## config.mk

```make
export PLATFORM = sky130hd
export DESIGN_NAME = wb_port_master_flat
export DESIGN_NICKNAME = d
export VERILOG_FILES = /design/src/rtl/wb_port_master_pkg.sv /design/src/rtl/wb_port_master_if.sv /design/src/rtl/wb_port_master_req_fifo.sv /design/src/rtl/wb_port_master.sv /design/src/flat_wrapper.sv
export SDC_FILE = /design/constraint.sdc
export NUM_CORES = 1
export LEC_CHECK = 0
export BUFFER_PORTS_ARGS = -buffer_cell sky130_fd_sc_hd__buf_4
export CAP_MARGIN = 20
export CORE_MARGIN = 5
export CORE_UTILIZATION = 45
export CTS_CLUSTER_DIAMETER = 80
export DETAILED_ROUTE_END_ITERATION = 10
export PLACE_DENSITY = 0.66
export SYNTH_ARGS = -nofsm -noshare
export SYNTH_HDL_FRONTEND = slang
export SYNTH_HIERARCHICAL = 1
export SYNTH_SLANG_ARGS = --single-unit
```

## constraint.sdc

```tcl
create_clock -name clk -period 3.65 [get_ports clk]
set_input_delay 0.5475 -clock clk [delete_from_list [all_inputs] [get_ports clk]]
set_output_delay 0.5475 -clock clk [all_outputs]
set_load 0.05 [all_outputs]
```

## src/rtl/wb_port_master_pkg.sv

```systemverilog
// Shared types for the request-queueing Wishbone port master: FSM states,
// the queued request record and default widths/timeout.
package wb_master_pkg;

  localparam int REQ_ADDR_W  = 11;
  localparam int REQ_DATA_W  = 32;
  localparam int TIMEOUT_DEF = 15;

  typedef enum logic [1:0] {
    IDLE     = 2'd0,
    REQ      = 2'd1,
    WAIT_ACK = 2'd2,
    RESP     = 2'd3
  } state_t;

  typedef struct packed {
    logic [3:0]            we;
    logic [REQ_ADDR_W-1:0] addr;
    logic [REQ_DATA_W-1:0] data;
  } req_t;

endpackage

```

## src/rtl/wb_port_master_if.sv

```systemverilog
// Core request/response channels plus the Wishbone master bus for one RAM port.
// The master modport is the port master's view; slave is the environment's.
interface wb_port_master_if #(
  parameter int ADDR_W = 11,
  parameter int DATA_W = 32
);
  logic              req_valid_i;
  logic              req_ready_o;
  logic [3:0]        req_we_i;
  logic [ADDR_W-1:0] req_addr_i;
  logic [DATA_W-1:0] req_data_i;
  logic              rsp_valid_o;
  logic              rsp_ready_i;
  logic [DATA_W-1:0] rsp_data_o;
  logic              rsp_err_o;
  logic              wb_cyc_o;
  logic              wb_stb_o;
  logic [3:0]        wb_we_o;
  logic [ADDR_W-1:0] wb_addr_o;
  logic [DATA_W-1:0] wb_data_o;
  logic              wb_stall_i;
  logic              wb_ack_i;
  logic [DATA_W-1:0] wb_data_i;

  modport master (
    input  req_valid_i, req_we_i, req_addr_i, req_data_i, rsp_ready_i,
    input  wb_stall_i, wb_ack_i, wb_data_i,
    output req_ready_o, rsp_valid_o, rsp_data_o, rsp_err_o,
    output wb_cyc_o, wb_stb_o, wb_we_o, wb_addr_o, wb_data_o
  );

  modport slave (
    output req_valid_i, req_we_i, req_addr_i, req_data_i, rsp_ready_i,
    output wb_stall_i, wb_ack_i, wb_data_i,
    input  req_ready_o, rsp_valid_o, rsp_data_o, rsp_err_o,
    input  wb_cyc_o, wb_stb_o, wb_we_o, wb_addr_o, wb_data_o
  );
endinterface

```

## src/rtl/wb_port_master_req_fifo.sv

```systemverilog
// Synchronous request FIFO; pointers wrap naturally since DEPTH is a power of two.
module req_fifo
  import wb_master_pkg::*;
#(
  parameter int DEPTH = 4,
  parameter int CNT_W = $clog2(DEPTH + 1)
) (
  input  logic             clk,
  input  logic             RST,
  input  logic             push,
  input  logic             pop,
  input  req_t             wr_data,
  output req_t             rd_data,
  output logic             full,
  output logic             empty,
  output logic [CNT_W-1:0] count
);

  localparam int PTR_W = $clog2(DEPTH);

  req_t             mem_r [DEPTH];
  logic [PTR_W-1:0] wr_ptr_r;
  logic [PTR_W-1:0] rd_ptr_r;
  logic [CNT_W-1:0] count_r;
  logic             push_ok_s;
  logic             pop_ok_s;

  assign full      = (count_r == CNT_W'(DEPTH));
  assign empty     = (count_r == CNT_W'(0));
  assign push_ok_s = push && !full;
  assign pop_ok_s  = pop && !empty;
  assign rd_data   = mem_r[rd_ptr_r];
  assign count     = count_r;

  // Entry storage; only slots between the pointers are ever read, so no reset.
  always_ff @(posedge clk) begin
    if (push_ok_s) begin
      mem_r[wr_ptr_r] <= wr_data;
    end
  end

  // Pointer and occupancy bookkeeping.
  always_ff @(posedge clk or posedge RST) begin
    if (RST) begin
      wr_ptr_r <= PTR_W'(0);
      rd_ptr_r <= PTR_W'(0);
      count_r  <= CNT_W'(0);
    end else begin
      if (push_ok_s) begin
        wr_ptr_r <= wr_ptr_r + PTR_W'(1);
      end
      if (pop_ok_s) begin
        rd_ptr_r <= rd_ptr_r + PTR_W'(1);
      end
      case ({push_ok_s, pop_ok_s})
        2'b10:   count_r <= count_r + CNT_W'(1);
        2'b01:   count_r <= count_r - CNT_W'(1);
        default: count_r <= count_r;
      endcase
    end
  end

endmodule

```

## src/rtl/wb_port_master.sv

```systemverilog
// Queues core requests and issues them one at a time as pipelined Wishbone
// cycles, returning read data, write completion or a timeout error.
module wb_port_master
  import wb_master_pkg::*;
#(
  parameter int DEPTH   = 4,
  parameter int ADDR_W  = REQ_ADDR_W,
  parameter int DATA_W  = REQ_DATA_W,
  parameter int TIMEOUT = TIMEOUT_DEF
) (
  input logic              clk,
  input logic              RST,
  wb_port_master_if.master bus
);

  localparam int CNT_W = $clog2(DEPTH + 1);
  localparam int TMO_W = $clog2(TIMEOUT + 1);

  state_t            state_r, state_s;
  req_t              issue_r, issue_s;
  req_t              push_data_s;
  req_t              head_s;
  logic [TMO_W-1:0]  tmo_r, tmo_s;
  logic              cyc_r, cyc_s;
  logic              stb_r, stb_s;
  logic              rsp_valid_r, rsp_valid_s;
  logic [DATA_W-1:0] rsp_data_r, rsp_data_s;
  logic              rsp_err_r, rsp_err_s;
  logic              pop_s;
  logic              push_s;
  logic              fifo_full_s;
  logic              fifo_empty_s;
  logic [CNT_W-1:0]  fifo_count_s;

  assign push_data_s.we   = bus.req_we_i;
  assign push_data_s.addr = REQ_ADDR_W'(bus.req_addr_i);
  assign push_data_s.data = REQ_DATA_W'(bus.req_data_i);
  assign push_s           = bus.req_valid_i && !fifo_full_s;

  req_fifo #(
    .DEPTH (DEPTH),
    .CNT_W (CNT_W)
  ) u_req_fifo (
    .clk     (clk),
    .RST     (RST),
    .push    (push_s),
    .pop     (pop_s),
    .wr_data (push_data_s),
    .rd_data (head_s),
    .full    (fifo_full_s),
    .empty   (fifo_empty_s),
    .count   (fifo_count_s)
  );

  assign bus.req_ready_o = (fifo_count_s != CNT_W'(DEPTH));
  assign bus.wb_cyc_o    = cyc_r;
  assign bus.wb_stb_o    = stb_r;
  assign bus.wb_we_o     = issue_r.we;
  assign bus.wb_addr_o   = ADDR_W'(issue_r.addr);
  assign bus.wb_data_o   = DATA_W'(issue_r.data);
  assign bus.rsp_valid_o = rsp_valid_r;
  assign bus.rsp_data_o  = rsp_data_r;
  assign bus.rsp_err_o   = rsp_err_r;

  // Next-state and next-output decode; everything holds unless a branch changes it.
  always_comb begin
    state_s     = state_r;
    issue_s     = issue_r;
    tmo_s       = tmo_r;
    cyc_s       = cyc_r;
    stb_s       = stb_r;
    rsp_valid_s = rsp_valid_r;
    rsp_data_s  = rsp_data_r;
    rsp_err_s   = rsp_err_r;
    pop_s       = 1'b0;
    case (state_r)
      IDLE: begin
        if (!fifo_empty_s) begin
          pop_s   = 1'b1;
          issue_s = head_s;
          tmo_s   = TMO_W'(0);
          cyc_s   = 1'b1;
          stb_s   = 1'b1;
          state_s = REQ;
        end else begin
          cyc_s = 1'b0;
          stb_s = 1'b0;
        end
      end
      REQ, WAIT_ACK: begin
        tmo_s = tmo_r + TMO_W'(1);
        // Ack wins over timeout; an ack while still in REQ completes directly.
        if (bus.wb_ack_i) begin
          cyc_s       = 1'b0;
          stb_s       = 1'b0;
          rsp_valid_s = 1'b1;
          rsp_err_s   = 1'b0;
          rsp_data_s  = (issue_r.we == 4'h0) ? bus.wb_data_i : DATA_W'(0);
          state_s     = RESP;
        end else if (tmo_r == TMO_W'(TIMEOUT - 1)) begin
          cyc_s       = 1'b0;
          stb_s       = 1'b0;
          rsp_valid_s = 1'b1;
          rsp_err_s   = 1'b1;
          rsp_data_s  = DATA_W'(0);
          state_s     = RESP;
        end else if ((state_r == REQ) && !bus.wb_stall_i) begin
          stb_s   = 1'b0;
          state_s = WAIT_ACK;
        end else begin
          state_s = state_r;
        end
      end
      RESP: begin
        if (bus.rsp_ready_i) begin
          rsp_valid_s = 1'b0;
          state_s     = IDLE;
        end else begin
          state_s = RESP;
        end
      end
      default: begin
        cyc_s       = 1'b0;
        stb_s       = 1'b0;
        rsp_valid_s = 1'b0;
        state_s     = IDLE;
      end
    endcase
  end

  // State and registered bus/response outputs.
  always_ff @(posedge clk or posedge RST) begin
    if (RST) begin
      state_r     <= IDLE;
      issue_r     <= '{we: 4'h0, addr: REQ_ADDR_W'(0), data: REQ_DATA_W'(0)};
      tmo_r       <= TMO_W'(0);
      cyc_r       <= 1'b0;
      stb_r       <= 1'b0;
      rsp_valid_r <= 1'b0;
      rsp_data_r  <= DATA_W'(0);
      rsp_err_r   <= 1'b0;
    end else begin
      state_r     <= state_s;
      issue_r     <= issue_s;
      tmo_r       <= tmo_s;
      cyc_r       <= cyc_s;
      stb_r       <= stb_s;
      rsp_valid_r <= rsp_valid_s;
      rsp_data_r  <= rsp_data_s;
      rsp_err_r   <= rsp_err_s;
    end
  end

endmodule

```

## src/flat_wrapper.sv

```systemverilog
// flat-port wrapper written by rule: the top's interface ports become plain ports
module wb_port_master_flat import wb_master_pkg::*;
#(
  parameter int DEPTH   = 4,
  parameter int ADDR_W  = REQ_ADDR_W,
  parameter int DATA_W  = REQ_DATA_W,
  parameter int TIMEOUT = TIMEOUT_DEF
)
  (clk, RST, bus_req_valid_i, bus_req_we_i, bus_req_addr_i, bus_req_data_i, bus_rsp_ready_i, bus_wb_stall_i, bus_wb_ack_i, bus_wb_data_i, bus_req_ready_o, bus_rsp_valid_o, bus_rsp_data_o, bus_rsp_err_o, bus_wb_cyc_o, bus_wb_stb_o, bus_wb_we_o, bus_wb_addr_o, bus_wb_data_o);
  wb_port_master_if #(.ADDR_W(ADDR_W), .DATA_W(DATA_W)) bus_i ();
  input logic clk;
  input logic RST;
  input wire logic [$bits(bus_i.req_valid_i)-1:0] bus_req_valid_i;
  input wire logic [$bits(bus_i.req_we_i)-1:0] bus_req_we_i;
  input wire logic [$bits(bus_i.req_addr_i)-1:0] bus_req_addr_i;
  input wire logic [$bits(bus_i.req_data_i)-1:0] bus_req_data_i;
  input wire logic [$bits(bus_i.rsp_ready_i)-1:0] bus_rsp_ready_i;
  input wire logic [$bits(bus_i.wb_stall_i)-1:0] bus_wb_stall_i;
  input wire logic [$bits(bus_i.wb_ack_i)-1:0] bus_wb_ack_i;
  input wire logic [$bits(bus_i.wb_data_i)-1:0] bus_wb_data_i;
  output wire logic [$bits(bus_i.req_ready_o)-1:0] bus_req_ready_o;
  output wire logic [$bits(bus_i.rsp_valid_o)-1:0] bus_rsp_valid_o;
  output wire logic [$bits(bus_i.rsp_data_o)-1:0] bus_rsp_data_o;
  output wire logic [$bits(bus_i.rsp_err_o)-1:0] bus_rsp_err_o;
  output wire logic [$bits(bus_i.wb_cyc_o)-1:0] bus_wb_cyc_o;
  output wire logic [$bits(bus_i.wb_stb_o)-1:0] bus_wb_stb_o;
  output wire logic [$bits(bus_i.wb_we_o)-1:0] bus_wb_we_o;
  output wire logic [$bits(bus_i.wb_addr_o)-1:0] bus_wb_addr_o;
  output wire logic [$bits(bus_i.wb_data_o)-1:0] bus_wb_data_o;
  assign bus_i.req_valid_i = bus_req_valid_i;
  assign bus_i.req_we_i = bus_req_we_i;
  assign bus_i.req_addr_i = bus_req_addr_i;
  assign bus_i.req_data_i = bus_req_data_i;
  assign bus_i.rsp_ready_i = bus_rsp_ready_i;
  assign bus_i.wb_stall_i = bus_wb_stall_i;
  assign bus_i.wb_ack_i = bus_wb_ack_i;
  assign bus_i.wb_data_i = bus_wb_data_i;
  assign bus_req_ready_o = bus_i.req_ready_o;
  assign bus_rsp_valid_o = bus_i.rsp_valid_o;
  assign bus_rsp_data_o = bus_i.rsp_data_o;
  assign bus_rsp_err_o = bus_i.rsp_err_o;
  assign bus_wb_cyc_o = bus_i.wb_cyc_o;
  assign bus_wb_stb_o = bus_i.wb_stb_o;
  assign bus_wb_we_o = bus_i.wb_we_o;
  assign bus_wb_addr_o = bus_i.wb_addr_o;
  assign bus_wb_data_o = bus_i.wb_data_o;
  wb_port_master #(.DEPTH(DEPTH), .ADDR_W(ADDR_W), .DATA_W(DATA_W), .TIMEOUT(TIMEOUT)) u_core (.clk(clk), .RST(RST), .bus(bus_i));
endmodule
```

Word-level counts from Yosys, hierarchy flattened:

Memory sizes are Yosys's and may differ from the RTL's. A register that Yosys moved wholly into a read port is not among the register bits.
Cells that the tools add are included.

* bits in registers: 49
* RAM bits: 188
* output and inout bits: 84
* logic and storage cells: 79
* memories kept: 1

Memory list
* u_core.u_req_fifo.mem_r: words 4, bits a word 47, read ports 1, clocked after memory_dff 1, write ports 1, line wb_port_master_req_fifo.sv:21 `req_t mem_r [DEPTH];`

* add/subtract/negate cells: 5
* equality and inequality tests: 12
* muxes and demuxes: 28
* bitwise operators: 1
* reductions and logical operators: 22

Operator list (count)
* 32-bit two-way mux: 3
* 1-bit two-way mux: 13
* 2-bit AND reduction: 6
* 2-bit two-way mux: 5
* 4-bit case mux with 2 select lines: 1
* 2-bit nonzero test: 4
* 2-bit == test (second input constant): 3
* 1-bit case mux with 2 select lines: 3
* 2-bit case mux with 3 select lines: 1
* 3-bit case mux with 2 select lines: 1
* 2-bit by 1-bit adder with 2-bit output (second input constant): 2
* 4-bit by 1-bit adder with 4-bit output (second input constant): 1
* 2-bit by 1-bit == test with 1-bit output (second input constant): 2
* 4-bit == test (second input constant): 1
* 1-bit logical AND: 4
* 4-bit zero test: 1
* 4-bit two-way mux: 1
* 2-bit != test (second input constant): 2
* 4-bit by 2-bit != test with 1-bit output (second input constant): 1
* 3-bit by 1-bit adder with 3-bit output (second input constant): 1
* 3-bit == test (second input constant): 1
* 1-bit zero test: 3
* 3-bit zero test: 1
* 3-bit by 2-bit != test with 1-bit output (second input constant): 1
* 6 further kinds: 6

Longest topological paths before layout:

Gate-level depths: netlist of run 1.

* depth after elaboration: 6
* mapped depth: 12
* gate-level depth less buffers: 10

Hierarchy:

Netlist of run 1, hierarchy kept.

Modules (own cells, without submodules)
* req_fifo: times used 1, cells an instance 284, area each 7233.2 um^2
* wb_port_master: times used 1, cells an instance 275, area each 3893.7 um^2

Least setup slack after synthesis of run 1:

No wires, ideal clock.

* kind: reg2reg
* start point: reg u_core.u_req_fifo.count_r[2] (netlist: u_core/u_req_fifo/count[2])
* end point: mem u_core/u_req_fifo/mem_r[0][0] (netlist name), enable pin
* setup time: 0.409 ns
* arrival: 2.070 ns
* required time: 3.241 ns
* path slack: 1.170 ns
* cell stages (with the launch flop): 5
* buffers on the path: 0
* period minus slack after synthesis: 2.480 ns
* path through: dfrtp_1 > nor3b_2 > nor2b_1 > nor2b_2 > and2_1

* cells in the longest elaborated chain, start to end: 6

Ends and longest elaborated chain
* start: declaration: line wb_port_master_req_fifo.sv:24 `logic [CNT_W-1:0] count_r;`
* start signal: assignment: line wb_port_master_req_fifo.sv:56 `2'b10: count_r <= count_r + CNT_W'(1);`
* start signal: assignment: line wb_port_master_req_fifo.sv:57 `2'b01: count_r <= count_r - CNT_W'(1);`
* start signal: assignment: line wb_port_master_req_fifo.sv:58 `default: count_r <= count_r;`
* 3-bit == test: line wb_port_master_req_fifo.sv:28 `assign full = (count_r == CNT_W'(DEPTH));`
* net u_core.fifo_full_s: line wb_port_master.sv:31 `logic fifo_full_s;`
* 1-bit zero test: line wb_port_master.sv:38 `assign push_s = bus.req_valid_i && !fifo_full_s;`
* 1-bit logical AND: line wb_port_master.sv:38
* net u_core.push_s: line wb_port_master.sv:30 `logic push_s;`
* 1-bit logical AND: line wb_port_master_req_fifo.sv:30 `assign push_ok_s = push && !full;`
* 1-bit two-way mux: line wb_port_master_req_fifo.sv:37 `if (push_ok_s) begin`
* 1-bit two-way mux (not written as such): line wb_port_master_req_fifo.sv:38 `mem_r[wr_ptr_r] <= wr_data;`
* end: declaration: line wb_port_master_req_fifo.sv:21

The timed path passes the listed nets, and every way through them passes these cells.

Final worst setup path of run 1:

* start point: reg u_core.u_req_fifo.count_r[0] (netlist: u_core/u_req_fifo/count[0])
* end point: reg u_core.u_req_fifo.count_r[2] (netlist: u_core/u_req_fifo/count[2])

* cells in the longest elaborated chain, start to end: 6
* elaborated cells on any way between the ends: 15
* those cells by class: add/sub: 2; eq/ne: 3; mux: 3; reduce/logical: 7

Ends and longest elaborated chain
* 3-bit zero test (*): line wb_port_master_req_fifo.sv:29 `assign empty = (count_r == CNT_W'(0));`
* net u_core.fifo_empty_s: line wb_port_master.sv:32 `logic fifo_empty_s;`
* 1-bit two-way mux: line wb_port_master.sv:78 `if (!fifo_empty_s) begin`
* 1-bit two-way mux: line wb_port_master.sv:76 `case (state_r)`
* 1-bit logical AND (*): line wb_port_master_req_fifo.sv:31 `assign pop_ok_s = pop && !empty;`
* net u_core.u_req_fifo.pop_ok_s: line wb_port_master_req_fifo.sv:26 `logic pop_ok_s;`
* 2-bit by 1-bit == test with 1-bit output / 2-bit == test (equally long branches): line wb_port_master_req_fifo.sv:55 `case ({push_ok_s, pop_ok_s})`
* 3-bit case mux with 2 select lines / 2-bit nonzero test (equally long branches)

The timed path passes the listed nets; every way through them passes the cells marked *.
A chain may end at the register's enable or synchronous reset.

==> results.txt, run 1 <==
----------------------------------------------------
[Yosys]
  Area share of the leading cell type in the synthesized netlist ... between 50 and 60%
  Ranking of synthesized cells by area ... edfxtp_1 (51%), dfrtp_1 (22%), mux4_2 (9.1%)
  Average cell area after synthesis ... around 20 µm²
  Netlist Area Pre-Place ... between 10,000 and 15,000 µm²
  Fraction of the yosys area taken by sequential cells ... 72.3%
  Primary FF master, synth ... edfxtp_1
  Top post-synthesis cells by count ... edfxtp_1 (188), dfrtp_1 (96), mux4_2 (45), a21boi_0 (32), a31o_1 (32)
  Count of state elements after synthesis ... ~280
  Number of enable flip-flop cells after synthesis ... ~190
  Warning count from the yosys run ... 6
  Most instantiated library cell after synthesis ... edfxtp_1
  Library cell occupying the most area in the post-synthesis netlist ... edfxtp_1
  Nets in the synthesized netlist ... approximately 660
  Synthesized instance count ... 559
  Post-synth ARST share ... between 30% and 40%
  Number of unique standard cell types used by synthesis ... 47

[Setup path]
  Kind of cell with the highest combined delay on the critical path ... simple AND/OR/NAND/NOR gates
  Combined buffer and inverter count along the critical path ... 1
  Endpoint of the worst register-to-register path ... u_core/u_req_fifo/count[2]$_DFFE_PP0P_
  Arrival @ worst endpoint ... ~3000 ps
  Critical Path, Cell by Cell ... nor3_1, and2b_4, o31a_1, ha_1, inv_1, fa_1, xor2_1, nor2_1, xor2_1
  Cell type of the slowest stage on the worst timing path ... nor3_1
  Maximum fanout encountered on the critical timing path ... 6
  Type of the setup path with the least slack ... reg -> reg
  Largest stage delay on the critical path ... around 600 ps
  Worst r2r src ... u_core/u_req_fifo/count[0]$_DFFE_PP0P_
  Data required, critical path ... approximately 4100 ps
  Most prevalent standard cell on the critical path ... xor2_1
  Depth of the most critical reg-to-reg path ... 9
  Kind of start point of the critical path ... register
  Reg2Reg Setup Slack ... 1140 ps
  Capturing element type of the critical path ... register

[Hold path]
  Capture endpoint of the worst hold path ... u_core/u_req_fifo/mem_r[0][2]$_DFFE_PP_
  Type of the tightest min-delay check ... in -> reg
  Instance count along the most critical hold path ... 1
  Launch point of the worst hold path ... bus_req_data_i[2]

[Global route]
  Total routing resource utilization after global routing ... between 10% and 20%
  Number of global-route vias before repair ... 6,397
  Global-route wire length before repair ... roughly 36,000 µm
  Pin count of the biggest net entering global routing ... 65
  Initial antenna violation count ... 0
  Leftover overflow at the end of global routing ... 0

[Clocking]
  Root Driver ... clkbuf_16
  Post-CTS Hold Buffers ... 1
  CTS Buf Count ... 30
  Quantity of gates resized following cts ... 0
  Buffers inserted during post-CTS setup optimization ... 0
  Depth of the CTS H-tree ... 1
  Clock network latency to the later pin of the worst-skew pair ... 540 ps
  Clock buffer depth ... 3
  Clock tree from TritonCTS ... done
  Clock transition at the registers of the reported paths ... around 70 ps
  Clock sink count ... roughly 280

[Power and ir drop]
  Leakage power total ... between 5 and 6 nW
  P per Cell Area ... between 900 and 1000 nW/µm²
  Maximum ir drop on the vdd rail ... 0.701 mV

[Route]
  Vias after detailed routing ... between 5,000 and 6,000
  DRC ... 0
  Detailed-route vias per instance ... around 5.3
  Detailed-router iteration count before antenna repair ... 4
  DRC marker count from the first detailed-route iteration ... 373
  Routed Wire Length ... between 20,000 and 25,000 µm
  Final ANT Viol Nets ... 0
  Detailed-route wire length per cell ... approximately 20 µm

[STA]
  Number of hold violations in the final report ... 0
  Slew at the pin closest to its max-slew limit ... 907 ps
  Number of pins with negative max-slew slack in the final report ... 0
  Unrepaired setup endpoints after global routing ... false
  Setup violators final ... 0
  Final critical-path share of the clock period ... between 60 and 70%
  Peak clock frequency supported by timing ... 399 MHz
  Slack of the critical path ... around 1100 ps
  Clk_skew ... 8.87 ps
  Final sum of negative setup slack ... 0 ps
  Min Tclk post-route ... 2510 ps
  Normalized max-slew margin ... 39.5%

[Floorplanning]
  Top-level port count ... about 170
  Initial core utilization ... 45.8%
  Die Span Y ... between 150 and 200 µm
  Number of placement rows ... 57
  Die width ... ~170 µm
  Area of the die ... ~28,000 µm²
  Area of the core ... approximately 24,000 µm²

[Outcome]
  Outcome ... finished clean

[Placed design]
  Detailed placement HPWL ... ~14,000 µm
  Number of port buffers ... approximately 170
  Weighted congestion reported at the end of routability-driven placement ... between 0.7 and 0.8
  Setup slack after placement ... roughly 1100 ps

[Final layout]
  Layout Nets ... between 800 and 900
  Area growth from synthesis to final layout ... 24.0%
  Layout cell share with drive strength beyond 1 ... between 40% and 50%
  Utilization after layout ... about 57%

[Flow run]
  Max capacitance violation total ... 0

----------------------------------------------------
==> cell usage in the layout, fill, tap and decap left out, drive strengths merged, types with 2 or more instances in the layout <==
cell,n
nand2b,3
mux4,47
dfrtp,96
and2,6
xnor2,3
o21ai,3
buf,179
xor2,3
mux2,51
inv,14
nor2b,3
nand3,3
ha,12
a31o,33
o32ai,2
clkinvlp,3
nand2,6
a21boi,32
diode,2
mux2i,2
clkbuf,36
a21oi,4
nor2,4
bufinv,4
edfxtp,188
clkinv,12
==> layout make-up <==
class                   instances  area, µm²
well taps                     324        405
clock buffers                  36        805
diodes                          2       5.00
multi-input cells             231       2820
flip-flops and latches        284       8050
clock inverters                20        215
repair buffers                180       1440
inverters                      13       51.3
fillers                      1852      10500
==> flip-flops by register name, indices dropped and copies added, names as in the netlist <==
register,flops
u_core/bus.wb_cyc_o,1
u_core/bus.wb_data_o,32
u_core/bus.wb_addr_o,11
u_core/bus.rsp_data_o,32
u_core/bus.rsp_valid_o,1
u_core/u_req_fifo/wr_ptr_r,2
u_core/u_req_fifo/count,3
u_core/tmo_r,4
u_core/u_req_fifo/rd_ptr_r,2
u_core/state_r,2
u_core/bus.wb_stb_o,1
u_core/bus.rsp_err_o,1
u_core/u_req_fifo/mem_r,188
u_core/bus.wb_we_o,4
==> how the worst max path moves through the flow <==
stage,start,to,slack [ps],cells past startpoint
finish,u_core/u_req_fifo/count[0]$_DFFE_PP0P_,u_core/u_req_fifo/count[2]$_DFFE_PP0P_,1140,9
global route,u_core/u_req_fifo/count[0]$_DFFE_PP0P_,u_core/u_req_fifo/count[2]$_DFFE_PP0P_,1030,9
CTS,u_core/state_r[0]$_DFFE_PP0P_,u_core/bus.rsp_data_o[0]$_DFFE_PP0P_,1080,4
detailed placement,u_core/state_r[0]$_DFFE_PP0P_,u_core/bus.rsp_data_o[0]$_DFFE_PP0P_,1140,4
global placement,u_core/u_req_fifo/count[0]$_DFFE_PP0P_,u_core/u_req_fifo/count[2]$_DFFE_PP0P_,1290,9
floorplan,RST,u_core/bus.rsp_data_o[0]$_DFFE_PP0P_,800,1
==> cells by family after synthesis <==
group,synth area share [%]
buf+inv,2.52
xor+xnor,0.472
flops,72.3
fa+ha+maj,1.53
mux,15.6
compound gates,5.87
simple gates,1.69
==> through the flow <==
stage / hold WS, ps / total power [mW] / instance area (µm²) / instances
after CTS: 181 / 12.7 / 13700 / 1086
after detailed placement: 476 / 9.62 / 12700 / 1029
after floorplan: 351 / 8.32 / 11100 / 559
after global routing: 183 / 13.3 / 13800 / 1088
final: 203 / 12.7 / 13800 / 1090
after global placement: 471 / 9.46 / 12700 / 1029
==> report_power, final <==
part | internal (mW) | total (mW) | switching (mW)
logic | 1.96 | 4.76 | 2.80
clock network | 1.86 | 3.07 | 1.22
registers | 4.35 | 4.83 | 0.478
==> layer usage <==
layer	wire [µm]	track usage [%]	up-vias
met5	0	0	-
met4	418	3.00	0
met3	1750	4.62	33
met2	11100	27.1	164
met1	9040	20.6	2963
li1	-	-	2577
Note: power is estimated with default switching activity, not from simulation.
==> run 2, diff against run 1 <==
- PLACE_DENSITY: 0.66 -> 0.68
- clock period: 3.65 -> 2 ns (I/O delays scaled with it)
==> results.txt, run 2 (synthesized netlist as in run 1, its figures left out) <==
----------------------------------------------------
[Placed design]
  Weighted congestion reported at the end of routability-driven placement ... roughly 0.74
  Setup slack after placement ... -38.5 ps
  Number of port buffers ... approximately 170
  Detailed placement HPWL ... ~14,000 µm

[Global route]
  Leftover overflow at the end of global routing ... 0
  Number of global-route vias before repair ... 6,660
  Global-route wire length before repair ... 37,700 µm
  Pin count of the biggest net entering global routing ... 48
  Total routing resource utilization after global routing ... 16.7%
  Initial antenna violation count ... 1

[STA]
  Unrepaired setup endpoints after global routing ... true
  Peak clock frequency supported by timing ... around 500 MHz
  Final critical-path share of the clock period ... 100%
  Slew at the pin closest to its max-slew limit ... 656 ps
  Final sum of negative setup slack ... -5.01 ps
  Slack of the critical path ... -5.01 ps
  Number of hold violations in the final report ... 0
  Clk_skew ... 7.83 ps
  Setup violators final ... 1
  Number of pins with negative max-slew slack in the final report ... 0
  Min Tclk post-route ... roughly 2000 ps
  Normalized max-slew margin ... 56.2%
  Final hold slack ... 25.0 ps

[Floorplanning]
  Top-level port count ... around 170
  Die width ... approximately 170 µm
  Area of the core ... approximately 24,000 µm²
  Number of placement rows ... 57
  Die Span Y ... ~170 µm
  Initial core utilization ... between 40% and 50%
  Area of the die ... about 28,000 µm²

[Clocking]
  Clock tree from TritonCTS ... done
  Clock sink count ... between 200 and 300
  Clock transition at the registers of the reported paths ... around 60 ps
  Depth of the CTS H-tree ... 1
  Root Driver ... clkbuf_16
  Clock buffer depth ... 3
  CTS Buf Count ... 29
  Clock network latency to the later pin of the worst-skew pair ... approximately 530 ps

[Outcome]
  Violated checks ... setup timing
  Outcome ... finished, violations left

[Hold path]
  Launch point of the worst hold path ... bus_wb_data_i[4]
  Type of the tightest min-delay check ... in -> reg

[Route]
  DRC ... 0
  DRC marker count from the first detailed-route iteration ... 238
  Detailed-router iteration count before antenna repair ... 4
  Detailed-route vias per instance ... 5.10
  Vias after detailed routing ... between 6,000 and 7,000
  Routed Wire Length ... 23,400 µm
  Detailed-route wire length per cell ... between 15 and 20 µm
  Final ANT Viol Nets ... 0

[Power and ir drop]
  Maximum ir drop on the vdd rail ... roughly 1.1 mV
  P per Cell Area ... approximately 1600 nW/µm²
  Part of the power in the clock network ... a little under a quarter
  Internal power component ... approximately 15 mW
  Switching share of total power ... 34.9%
  Leakage power total ... ~5.8 nW
  Power share of the combinational group ... between 30% and 40%
  Total power ... 23.6 mW
  Net switching component of the power ... ~8 mW
  Portion of total power attributed to sequential cells ... 36.8%

[Final layout]
  Utilization after layout ... between 60 and 70%
  # fillers ... about 1,800
  Max FFs per register ... roughly 190
  Layout Nets ... about 940
  Most frequent cells in the layout ... buf_4 (191), edfxtp_1 (188), dfrtp_1 (91)
  Area growth from synthesis to final layout ... 33.0%
  Leading cell type in the layout, fill and taps excluded ... buf_4
  Layout cell share with drive strength beyond 1 ... ~39%
  Top reg by flops ... u_core/u_req_fifo/mem_r

[Setup path]
  Type of the setup path with the least slack ... reg -> reg
  Maximum fanout encountered on the critical timing path ... 2
  Timing startpoint of the critical path ... u_core/state_r[0]$_DFFE_PP0P_
  End of the critical path ... u_core/u_req_fifo/count[2]$_DFFE_PP0P_
  Capturing element type of the critical path ... register
  Kind of start point of the critical path ... register
  Worst r2r src ... u_core/state_r[0]$_DFFE_PP0P_
  Arrival @ worst endpoint ... approximately 2500 ps
  Endpoint of the worst register-to-register path ... u_core/u_req_fifo/count[2]$_DFFE_PP0P_
  Depth of the most critical reg-to-reg path ... 10
  Data required, critical path ... 2450 ps
  Reg2Reg Setup Slack ... -5 ps

[Flow run]
  Max capacitance violation total ... 0

----------------------------------------------------
[run 2: power groups by stage]
stage	registers (mW)	logic (mW)	clock network, mW
after global routing	8.84	9.89	6.05
after floorplan	10.7	4.45	0
after global placement	8.67	8.94	0
after detailed placement	8.76	9.16	0
after CTS	8.67	9.39	5.76
final	8.68	9.30	5.60
[run 2: how the worst min path moves through the flow]
stage,endpoint,slack (ps),cells after the start
final,u_core/bus.rsp_data_o[4]$_DFFE_PP0P_,20,2
after floorplan,u_core/u_req_fifo/count[0]$_DFFE_PP0P_,100,1
after detailed placement,u_core/u_req_fifo/count[0]$_DFFE_PP0P_,290,2
after global placement,u_core/u_req_fifo/count[0]$_DFFE_PP0P_,280,2
after CTS,u_core/bus.rsp_data_o[4]$_DFFE_PP0P_,9,2
after global routing,u_core/bus.rsp_data_o[4]$_DFFE_PP0P_,10,2
[run 2: worst max-delay path, stage by stage, from the launching register on]
cell and delay (ps):
dfrtp_1 400, inv_2 90, ha_4 140, and2b_2 160, o31a_1 160, ha_2 200
inv_2 40, fa_2 330, xor2_1 150, nor2_1 110, xor2_1 160
[run 2: stage by stage]
stage	instance area (µm²)	cells
2_1_floorplan	11200	559
3_5_place_dp	12900	1049
5_1_grt	14800	1188
3_3_place_gp	12900	1049
6_report	14800	1188
4_1_cts	14800	1185
[run 2: metal layers]
layer	share of wire (%)	up-vias	global-route usage [%]
met5	0	-	0
met1	40	3078	21.1
met2	51	185	29.3
li1	-	2763	-
met4	1.6	0	3.25
met3	7.1	32	4.55
[run 2: what timing repair did]
item                                    4_1_cts  5_1_grt
pin swaps                                     2        1
setup buffers                                 2        2
cloned                                        0        0
hold buffers                                 80        0
endpoints found under the hold margin       247        0
endpoints found under the setup margin       29       48
resized for setup                             2        6
[run 2: cell type report]
class / instances / area [µm²] / area share, %
antenna: 1 / 2.50 / 0.0169
clock buffer: 37 / 766 / 5.18
clock inverter: 17 / 244 / 1.65
inverter: 13 / 52.6 / 0.355
multi-input combinational: 231 / 2840 / 19.2
sequential: 284 / 8060 / 54.5
tap: 324 / 405 / 2.74
timing repair buffer: 281 / 2430 / 16.4
==> run 3, diff against run 2 <==
- CORE_MARGIN: 5 -> unset
- SLEW_MARGIN: unset -> 20
- SYNTH_HIERARCHICAL: 1 -> unset
==> results.txt, run 3 <==
----------------------------------------------------
[Outcome]
  Outcome ... finished, violations left
  Violated checks ... setup timing

[Global route]
  Number of global-route vias before repair ... approximately 6,700
  Global-route wire length before repair ... 35,700 µm
  Leftover overflow at the end of global routing ... 0
  Pin count of the biggest net entering global routing ... 97
  Initial antenna violation count ... 2
  Total routing resource utilization after global routing ... about a fifth

[STA]
  Number of pins with negative max-slew slack in the final report ... 0
  Clk_skew ... 17.8 ps
  Peak clock frequency supported by timing ... 495 MHz
  Number of hold violations in the final report ... 0
  Final critical-path share of the clock period ... 101%
  Min Tclk post-route ... 2020 ps
  Final hold slack ... 90.6 ps
  Final sum of negative setup slack ... -19.1 ps
  Unrepaired setup endpoints after global routing ... true
  Setup violators final ... 1
  Slack of the critical path ... -19.1 ps
  Normalized max-slew margin ... around three fifths
  Slew at the pin closest to its max-slew limit ... 598 ps

[Power and ir drop]
  Total power ... roughly 25 mW
  Portion of total power attributed to sequential cells ... roughly 36%
  Leakage power total ... 5.92 nW
  Internal power component ... 15.5 mW
  Switching share of total power ... between 30% and 40%
  Power share of the combinational group ... roughly two fifths
  Maximum ir drop on the vdd rail ... roughly 1.0 mV
  Part of the power in the clock network ... between 20 and 25%
  P per Cell Area ... around 1700 nW/µm²
  Net switching component of the power ... roughly 9.4 mW

[Setup path]
  Reg2Reg Setup Slack ... -20 ps
  Kind of start point of the critical path ... register
  Critical Path, Cell by Cell ... or3b_4, and2_4, inv_4, ha_4, fa_2, mux2_2
  Arrival @ worst endpoint ... roughly 2500 ps
  Kind of cell with the highest combined delay on the critical path ... adder cells
  Cell type of the slowest stage on the worst timing path ... fa_2
  Worst r2r src ... u_core.u_req_fifo.count[0]$_DFFE_PP0P_
  Data required, critical path ... roughly 2400 ps
  Maximum fanout encountered on the critical timing path ... 3
  Largest stage delay on the critical path ... approximately 440 ps
  Type of the setup path with the least slack ... reg -> reg
  Worst path depth ... 6
  Depth of the most critical reg-to-reg path ... 6
  Endpoint of the worst register-to-register path ... u_core.u_req_fifo.count[1]$_DFFE_PP0P_
  Capturing element type of the critical path ... register
  Combined buffer and inverter count along the critical path ... 1

[Yosys]
  Ranking of synthesized cells by area ... edfxtp_1 (53%), dfrtp_1 (22%), mux4_2 (9.9%)
  Number of enable flip-flop cells after synthesis ... 188
  Number of unique standard cell types used by synthesis ... 40
  Area share of the leading cell type in the synthesized netlist ... between 50% and 60%
  Nets in the synthesized netlist ... 712
  Post-synth ARST share ... 33.8%
  Most instantiated library cell after synthesis ... edfxtp_1
  Primary FF master, synth ... edfxtp_1
  Netlist Area Pre-Place ... approximately 11,000 µm²
  Count of state elements after synthesis ... 284
  Warning count from the yosys run ... 0
  Synthesized instance count ... just over 600
  Fraction of the yosys area taken by sequential cells ... 75.3%
  Library cell occupying the most area in the post-synthesis netlist ... edfxtp_1
  Top post-synthesis cells by count ... edfxtp_1 (188), nand2_1 (145), dfrtp_1 (96), mux4_2 (47), a22o_1 (33)
  Average cell area after synthesis ... approximately 17 µm²

[Final layout]
  Most frequent cells in the layout ... edfxtp_1 (188), buf_4 (184), nand2_1 (145)
  Area growth from synthesis to final layout ... 35.1%
  Layout cell share with drive strength beyond 1 ... about a third
  Layout Nets ... about 1,000
  Leading cell type in the layout, fill and taps excluded ... edfxtp_1
  Max FFs per register ... 188
  Top reg by flops ... u_core.u_req_fifo.mem_r

[Clocking]
  Clock sink count ... approximately 280
  Root Driver ... clkbuf_16
  Clock network latency to the later pin of the worst-skew pair ... approximately 560 ps
  Clock buffer depth ... 3
  Clock tree from TritonCTS ... done
  Clock transition at the registers of the reported paths ... ~60 ps
  Depth of the CTS H-tree ... 1
  CTS Buf Count ... 29

[Placed design]
  Detailed placement HPWL ... ~13,000 µm
  Weighted congestion reported at the end of routability-driven placement ... around 0.73
  Number of port buffers ... around 170
  Setup slack after placement ... -38.0 ps

[Route]
  DRC marker count from the first detailed-route iteration ... approximately 330
  Final ANT Viol Nets ... 0
  Detailed-route vias per instance ... roughly 5.0
  DRC ... 0
  Detailed-route wire length per cell ... 18.4 µm
  Routed Wire Length ... 22,700 µm
  Vias after detailed routing ... between 6,000 and 7,000
  Detailed-router iteration count before antenna repair ... 4

[Hold path]
  Capture endpoint of the worst hold path ... u_core.bus.rsp_valid_o$_DFFE_PP0P_
  Launch point of the worst hold path ... bus_rsp_ready_i
  Instance count along the most critical hold path ... 4
  Type of the tightest min-delay check ... in -> reg

[Flow run]
  Max capacitance violation total ... 0

[Floorplanning]
  Top-level port count ... about 170
  Area of the core ... around 23,000 µm²
  Die Span Y ... ~160 µm
  Area of the die ... ~24,000 µm²
  Initial core utilization ... a little under half
  Die width ... approximately 160 µm
  Number of placement rows ... 56

----------------------------------------------------
run 3: cell count changes in the layout (fill, tap and decap cells not counted), moves of 3 or more:
cell      delta
a21boi_0    -32
nand2_1    +139
mux2_4      -19
nor2_1       -3
clkinv_1     -4
o21ai_0      +3
a22o_1      +32
buf_4        -7
and3_2       +5
and2_2       -4
mux2_1      -29
a31o_1      -32
run 3: how the worst max path moves through the flow:
stage | startpoint | to | slack, ps
CTS | u_core.u_req_fifo.count[0]$_DFFE_PP0P_ | u_core.u_req_fifo.count[1]$_DFFE_PP0P_ | -2
detailed placement | u_core.u_req_fifo.count[1]$_DFFE_PP0P_ | u_core.u_req_fifo.count[1]$_DFFE_PP0P_ | -40
global placement | u_core.u_req_fifo.count[1]$_DFFE_PP0P_ | u_core.u_req_fifo.count[1]$_DFFE_PP0P_ | 60
floorplan | u_core.u_req_fifo.count[1]$_DFFE_PP0P_ | u_core.u_req_fifo.count[1]$_DFFE_PP0P_ | -90
global route | u_core.u_req_fifo.count[0]$_DFFE_PP0P_ | u_core.u_req_fifo.count[2]$_DFFE_PP0P_ | -30
finish | u_core.u_req_fifo.count[0]$_DFFE_PP0P_ | u_core.u_req_fifo.count[1]$_DFFE_PP0P_ | -20
run 3: metrics by stage:
step                util [%]  instances  area (µm²)
floorplan                  -        614       10700
global placement        53.5       1092       12500
detailed placement      53.5       1092       12500
CTS                     61.6       1231       14400
global route            61.7       1236       14400
finish                  61.7       1236       14400
run 3: power groups by stage:
stage / combinational (mW) / sequential, mW / clock [mW]
after floorplan: 4.10 / 11.7 / 0
after global placement: 9.66 / 9.03 / 0
after detailed placement: 9.88 / 9.17 / 0
after CTS: 10.2 / 9.02 / 5.90
after global routing: 10.9 / 9.19 / 6.11
final: 10.1 / 9.00 / 5.77
run 3: area by class of cell:
type                            count  area [µm²]
Tap cell                          319         399
Antenna cell                        2        5.00
Clock inverter                     17         249
Multi-Input combinational cell    288        2470
Fill cell                        1747        8950
Inverter                           12        51.3
Timing Repair Buffer              277        2420
Clock buffer                       37         797
Sequential cell                   284        8060
run 3: metal layers:
metal  wire (µm)  track usage, %  share of wire (%)
met2       11500            33.7                 50
met3        1300            3.39                5.7
met4         501            4.76                2.2
met5           0               0                  0
met1        9480            24.0                 42
run 3: timing repair:
action / in CTS / in global routing
endpoints found under the setup margin: 8 / 3
setup buffers: 5 / 2
hold endpoints to repair: 316 / 1
resized for setup: 5 / 2
pin swaps: 4 / 5
hold buffers: 80 / 1
gates cloned: 0 / 0
run 3: kinds of logic after synthesis:
| family | count (synthesis) | share of synthesized area (%) |
|---|---|---|
| fa+ha+maj | 13 | 1.59 |
| flops | 284 | 75.3 |
| xor+xnor | 6 | 0.492 |
| compound gates | 50 | 3.82 |
| buf+inv | 42 | 1.86 |
| simple gates | 168 | 6.60 |
| mux | 51 | 10.4 |
run 3: worst register-to-register path: cells and delay by family (launching register included):
family                     cells  cell delay (ps)
adders and majority gates      2              580
DFF                            1              410
and+or+nand+nor                2              580
buffers and inverters          1               50
muxes                          1              280
